[config.mk]
export PLATFORM = sky130hd
export DESIGN_NAME = player_hit_ctl
export DESIGN_NICKNAME = d
export VERILOG_FILES = /design/src/rtl/player_pkg.sv /design/src/rtl/hit_box_cmp.sv /design/src/rtl/player_hit_ctl.sv
export SDC_FILE = /design/constraint.sdc
export NUM_CORES = 1
export LEC_CHECK = 0
export BUFFER_PORTS_ARGS = -buffer_cell sky130_fd_sc_hd__buf_2
export CAP_MARGIN = 0
export CORE_ASPECT_RATIO = 0.7
export CORE_MARGIN = 3
export CORE_UTILIZATION = 54
export DETAILED_ROUTE_END_ITERATION = 8
export HOLD_SLACK_MARGIN = 0.06
export PLACE_DENSITY = 0.95
export SYNTH_ARGS = -nofsm -noshare
export SYNTH_HDL_FRONTEND = slang
export SYNTH_SLANG_ARGS = --single-unit
[constraint.sdc]
create_clock -name pclk -period 6.7 [get_ports pclk]
set_clock_uncertainty 0.2 [all_clocks]
set_input_delay 0.67 -clock pclk [delete_from_list [all_inputs] [get_ports pclk]]
set_output_delay 0.67 -clock pclk [all_outputs]
set_load 0.1 [all_outputs]
[src/rtl/player_pkg.sv]
// Shared player-side types and default geometry, also used by the player
// draw and missile blocks.
package player_pkg;

    typedef enum logic [1:0] {
        ALIVE  = 2'd0,
        INVULN = 2'd1,
        DEAD   = 2'd2
    } state_t;

    typedef logic [10:0] coord_t;

    localparam int PL_W  = 64;
    localparam int PL_H  = 48;
    localparam int MS_W  = 4;
    localparam int MS_H  = 12;
    localparam int Y_OFF = 600;

endpackage

[src/rtl/hit_box_cmp.sv]
// Combinational axis-aligned rectangle overlap test. Edge sums are 12 bits
// wide so boxes near x/y = 2047 never wrap around.
module hit_box_cmp
    import player_pkg::*;
#(
    parameter int A_W = 4,
    parameter int A_H = 12,
    parameter int B_W = 64,
    parameter int B_H = 48
) (
    input  coord_t i_ax,
    input  coord_t i_ay,
    input  coord_t i_bx,
    input  coord_t i_by,
    output logic   o_overlap
);

    logic [11:0] w_ax, w_ay, w_bx, w_by;
    logic [11:0] w_ax_end, w_ay_end, w_bx_end, w_by_end;

    assign w_ax     = {1'b0, i_ax};
    assign w_ay     = {1'b0, i_ay};
    assign w_bx     = {1'b0, i_bx};
    assign w_by     = {1'b0, i_by};
    assign w_ax_end = w_ax + 12'(A_W);
    assign w_ay_end = w_ay + 12'(A_H);
    assign w_bx_end = w_bx + 12'(B_W);
    assign w_by_end = w_by + 12'(B_H);

    // Strict compares: boxes that only share an edge do not overlap.
    assign o_overlap = (w_ax < w_bx_end) && (w_bx < w_ax_end) &&
                       (w_ay < w_by_end) && (w_by < w_ay_end);

endmodule

[src/rtl/player_hit_ctl.sv]
// Scans enemy missiles one per cycle against the player hitbox and runs the
// lives / invulnerability / game-over state machine plus level-clear detect.
module player_hit_ctl #(
    parameter int N_EN          = 4,
    parameter int LIVES_INIT    = 3,
    parameter int PL_W          = player_pkg::PL_W,
    parameter int PL_H          = player_pkg::PL_H,
    parameter int MS_W          = player_pkg::MS_W,
    parameter int MS_H          = player_pkg::MS_H,
    parameter int INVULN_FRAMES = 120,
    parameter int Y_OFF         = player_pkg::Y_OFF
) (
    input  logic                pclk,
    input  logic                rst,
    input  logic                frame_tick,
    input  logic                restart,
    input  logic                level_change,
    input  logic [10:0]         xpos_player,
    input  logic [10:0]         ypos_player,
    input  logic [11*N_EN-1:0]  en_x_missile,
    input  logic [11*N_EN-1:0]  en_y_missile,
    input  logic [N_EN-1:0]     en_alive,
    output logic [2:0]          lives,
    output logic                hit,
    output logic                invuln,
    output logic                blink,
    output logic                game_over,
    output logic                level_clear
);
    import player_pkg::*;

    localparam int IDX_W = (N_EN > 1) ? $clog2(N_EN) : 1;

    coord_t w_mx [N_EN];
    coord_t w_my [N_EN];

    generate
        for (genvar gi = 0; gi < N_EN; gi++) begin : g_unpack
            assign w_mx[gi] = en_x_missile[11*gi +: 11];
            assign w_my[gi] = en_y_missile[11*gi +: 11];
        end
    endgenerate

    logic [IDX_W-1:0] r_idx;
    logic             r_hit_q;
    state_t           r_state, w_state_next;
    logic [2:0]       r_lives, w_lives_next;
    logic [7:0]       r_inv_cnt, w_inv_next;
    logic [2:0]       r_bl_cnt, w_bl_cnt_next;
    logic             r_blink, w_blink_next;
    logic             w_hit_next;
    logic             r_hit, r_invuln, r_game_over, r_level_clear;
    logic [N_EN-1:0]  r_en_alive_q;
    logic             w_overlap, w_cand, w_level_clear_next;

    // A single comparator is time-shared across enemies by the scan index.
    hit_box_cmp #(
        .A_W(MS_W), .A_H(MS_H), .B_W(PL_W), .B_H(PL_H)
    ) u_cmp (
        .i_ax      (w_mx[r_idx]),
        .i_ay      (w_my[r_idx]),
        .i_bx      (xpos_player),
        .i_by      (ypos_player),
        .o_overlap (w_overlap)
    );

    assign w_cand = en_alive[r_idx] && (w_my[r_idx] < 11'(Y_OFF)) && w_overlap;
    assign w_level_clear_next = (r_en_alive_q != '0) && (en_alive == '0) &&
                                !restart && !level_change;

    always_ff @(posedge pclk) begin
        if (!rst) begin
            r_idx         <= '0;
            r_hit_q       <= 1'b0;
            r_state       <= ALIVE;
            r_lives       <= 3'(LIVES_INIT);
            r_inv_cnt     <= '0;
            r_bl_cnt      <= '0;
            r_blink       <= 1'b1;
            r_hit         <= 1'b0;
            r_invuln      <= 1'b0;
            r_game_over   <= 1'b0;
            r_en_alive_q  <= '0;
            r_level_clear <= 1'b0;
        end else begin
            r_idx         <= (r_idx == IDX_W'(N_EN - 1)) ? '0 : r_idx + 1'b1;
            r_hit_q       <= w_cand;
            r_state       <= w_state_next;
            r_lives       <= w_lives_next;
            r_inv_cnt     <= w_inv_next;
            r_bl_cnt      <= w_bl_cnt_next;
            r_blink       <= w_blink_next;
            r_hit         <= w_hit_next;
            r_invuln      <= (w_state_next == INVULN);
            r_game_over   <= (w_state_next == DEAD);
            r_en_alive_q  <= en_alive;
            r_level_clear <= w_level_clear_next;
        end
    end

    always_comb begin
        w_state_next = r_state;
        if (restart) begin
            w_state_next = ALIVE;
        end else if (level_change && r_state != DEAD) begin
            w_state_next = ALIVE;
        end else begin
            case (r_state)
                ALIVE:   if (r_hit_q) w_state_next = (r_lives <= 3'd1) ? DEAD : INVULN;
                INVULN:  if (frame_tick && r_inv_cnt <= 8'd1) w_state_next = ALIVE;
                DEAD:    w_state_next = DEAD;
                default: w_state_next = ALIVE;
            endcase
        end
    end

    always_comb begin
        w_lives_next  = r_lives;
        w_inv_next    = r_inv_cnt;
        w_bl_cnt_next = r_bl_cnt;
        w_blink_next  = r_blink;
        w_hit_next    = 1'b0;
        if (restart) begin
            w_lives_next  = 3'(LIVES_INIT);
            w_inv_next    = '0;
            w_bl_cnt_next = '0;
            w_blink_next  = 1'b1;
        end else if (level_change && r_state != DEAD) begin
            w_inv_next    = '0;
            w_bl_cnt_next = '0;
            w_blink_next  = 1'b1;
        end else begin
            case (r_state)
                ALIVE: begin
                    if (r_hit_q) begin
                        w_hit_next    = 1'b1;
                        w_lives_next  = r_lives - 3'd1;
                        w_inv_next    = (r_lives <= 3'd1) ? 8'd0 : 8'(INVULN_FRAMES);
                        w_bl_cnt_next = '0;
                    end
                end
                INVULN: begin
                    if (frame_tick) begin
                        if (r_inv_cnt <= 8'd1) begin
                            w_inv_next    = '0;
                            w_bl_cnt_next = '0;
                            w_blink_next  = 1'b1;
                        end else begin
                            w_inv_next    = r_inv_cnt - 8'd1;
                            w_bl_cnt_next = r_bl_cnt + 3'd1;
                            if (r_bl_cnt == 3'd7) w_blink_next = ~r_blink;
                        end
                    end
                end
                DEAD:    w_lives_next = '0;
                default: w_lives_next = r_lives;
            endcase
        end
    end

    assign lives       = r_lives;
    assign hit         = r_hit;
    assign invuln      = r_invuln;
    assign blink       = r_blink;
    assign game_over   = r_game_over;
    assign level_clear = r_level_clear;

endmodule

==> out/results.tsv <==
stage	metric	value	unit
outcome	status	completed	
logic_synthesis	Avg Cell Area, Syn	9.40	sq um
logic_synthesis	Syn Nets	509	
flow_run	max-cap violations	0	
logic_synthesis	main combinational cell family by area after synthesis	adder cells	
worst_setup_path	Crit Path Max Fanout	24	
global_routing	largest net degree at the start of global routing	26	
worst_setup_path	Worst path slowest cell	dfxtp_1	
sta	Max-Slew Margin vs Limit	31.7	%
cts	total CTS buffers	3	
worst_setup_path	CP startpoint kind	register	
global_routing	gr ovfl total	0	
die	row cnt	22	
cts	setup bufs post-CTS	0	
logic_synthesis	post-synthesis mux area share	18.8	%
logic_synthesis	Post-Syn Instances	340	
die	Ports	127	
power	VDD IR-drop max	0.141	mV
sta	fmax	269	MHz
placed_design	HPWL after DPL	8080	microns
global_routing	global-route wire length before repair	15100	microns
placed_design	I/O Buffers	126	
sta	Setup violations, final	0	
worst_setup_path	Worst path max stage delay	1.01	ns
logic_synthesis	Synth Area in Adders	19.6	%
finish	Layout Nets	635	
drt	iteration count of the initial detailed-routing pass	7	
die	die area	0.00689	sq mm
sta	fin. max-slew vios	0	
sta	worst slew pin tran	1.02	ns
cts	H-tree Lvls	1	
finish	fin area	0.00394	sq mm
worst_setup_path	crit path capture type	register	
worst_setup_path	CP Data Required Time	6.67	ns
drt	Routed Antenna Nets	0	
cts	CTS Hold Bufs	0	
placed_design	placer's final routability congestion estimate	0.901	
global_routing	vias in the first global route	3227	
finish	layout cells sized above 1	30.5	%
global_routing	antenna violations before repair	1	
drt	Iter 0 DRT Violations	193	
sta	post-route clock period utilization	55.5	%
logic_synthesis	Seq/Total Area, Yosys	17.5	%
drt	via count	3254	
logic_synthesis	Synth Register Bits	28	
cts	Worst-Skew Late Latency	0.27	ns
worst_setup_path	critical path's top delay family	flip-flops	
logic_synthesis	Post-Syn Area	0.00320	sq mm
logic_synthesis	Synth cell types	50	
sta	Final WS setup	2.98	ns
finish	P&R area growth vs syn	23.3	%
finish	Final Util	72.0	%
logic_synthesis	ys async rst share	0	%
die	Vert. Die Dim	70.4	microns
cts	CTS tree	yes	
die	core area	0.00548	sq mm
worst_setup_path	critical path class	register to register	
cts	clock sinks	28	
sta	Setup TNS Final	0	ns
logic_synthesis	Post-synth EDFFs	0	
drt	wirelength, routed	9360	microns
cts	Clk pin slew, worst setup/hold paths	0.09	ns
finish	most frequent cells in the layout	buf_2 (126), ha_1 (50), dfxtp_1 (28)	
power	leakage	0.00192	uW
cts	clk root buf	clkbuf_8	
logic_synthesis	xor/xnor share of the synthesized area	7.12	%
cts	Max Buffers Root-to-Sink	2	
worst_setup_path	Crit path arrival time	3.69	ns
global_routing	gr usage total	26.7	%
drt	DR DRC count	0	
sta	min Tclk post-route	3.72	ns
sta	Final Hold Vio Count	0	
die	Die X	98.0	microns
logic_synthesis	Synth Area in Simple Gates	18.8	%
logic_synthesis	Compound-Gate Fraction of Synth Area	13.2	%
sta	RSZ-0062 raised after global routing	no	
placed_design	cell area after placement	0.00387	sq mm
logic_synthesis	Syn. warnings	0	
power	total power	630	uW
hold_path	HP Class	register to register	
die	Starting Density	58.4	%
logic_synthesis	Synth Flop Type	dfxtp_1	
cts	cells resized by post-CTS repair	0	
placed_design	pre-CTS WS	3.05	ns
power	Power Density	160	mW/mm^2
worst_setup_path	cell repeated most along the worst path	ha_1	
finish	commonest non-fill, non-tap cell in the layout	buf_2	
worst_setup_path	CP Cell Sequence	mux4_1 > ha_1 > and3_1 > nand4_1 > xor2_1 > ha_1 > nand3_1 > or3_1 > a21oi_1 > o21ai_0 > o2111a_1	
drt	drt wl/cell	17.4	microns
drt	via-per-instance ratio	6.05	
worst_setup_path	Buf/Inv on CP	0	
-- Yosys cell counts (3+ instances only) --
library cell / count / area (sq um)
and2_1: 5 / 31.3
o22ai_1: 4 / 25.0
xor2_1: 12 / 105
nor2_1: 27 / 101
and3_1: 6 / 37.5
o21a_1: 5 / 37.5
nor4_1: 5 / 31.3
a21oi_1: 24 / 120
o211ai_1: 3 / 22.5
nand2_1: 17 / 63.8
mux4_1: 17 / 447
mux4_2: 6 / 135
nor2b_1: 4 / 25.0
a21o_1: 8 / 60.1
ha_1: 50 / 626
nand3_1: 9 / 45.0
dfxtp_1: 28 / 561
o21ai_0: 12 / 60.1
nand2b_1: 3 / 18.8
nand4_1: 10 / 62.6
inv_1: 25 / 93.8
nor3_1: 9 / 45.0
nand4b_1: 3 / 26.3
xnor2_1: 14 / 123
-- sequential cells by signal, indices dropped and copies added, names as in the netlist --
signal,flops
blink,1
game_over,1
hit,1
invuln,1
level_clear,1
lives,3
r_bl_cnt,3
r_en_alive_q,4
r_hit_q,1
r_idx,2
r_inv_cnt,8
r_state,2
-- area by class of cell --
type | instances | area, sq um
inverters | 25 | 93.8
well taps | 72 | 90.1
clock inverters | 1 | 30.0
diodes | 1 | 2.50
fillers | 397 | 1540
repair buffers | 128 | 646
clock buffers | 3 | 41.3
flip-flops and latches | 28 | 561
multi-input cells | 280 | 2480
-- metal layers --
metal,up-vias,wire length (microns),part of all wire (%),global-route usage (%)
met4,0,231,2.5,7.53
met2,144,4430,47,45.0
met3,25,746,8.0,4.19
met1,1533,3950,42,35.3
met5,-,0,0,0
li1,1552,-,-,-
-- worst min-delay path, stage by stage, from the launching register on --
cell and delay, ns:
dfxtp_1 0.35, nand2_1 0.07, nor2_1 0.04
-- path summary, 6_finish.rpt --
path            start  endpoint  slack (ns)  cells after the start
max          r_idx[1]   r_hit_q        2.98                     11
min           r_hit_q       hit        0.30                      2
max reg2reg  r_idx[1]   r_hit_q        2.98                     11
min reg2reg   r_hit_q       hit        0.30                      2
-- stage by stage --
stage          hold slack [ns]  instances
2_1_floorplan            0.232        340
3_3_place_gp             0.278        533
3_5_place_dp             0.280        533
4_1_cts                  0.300        537
5_1_grt                  0.352        538
6_report                 0.302        538
-- power by group --
group,internal (uW),switching [uW]
combinational,158,162
clock,80.0,51.3
sequential,170,9.08
-- cell families after synthesis --
| group | after synthesis |
|---|---|
| AND/OR/NAND/NOR | 112 |
| adder cells (fa/ha/maj) | 50 |
| flip-flops | 28 |
| AO/OA/AOI/OAI | 67 |
| buffers and inverters | 32 |
| multiplexers | 25 |
| XOR/XNOR | 26 |
Power figures use the tool's default switching activity.
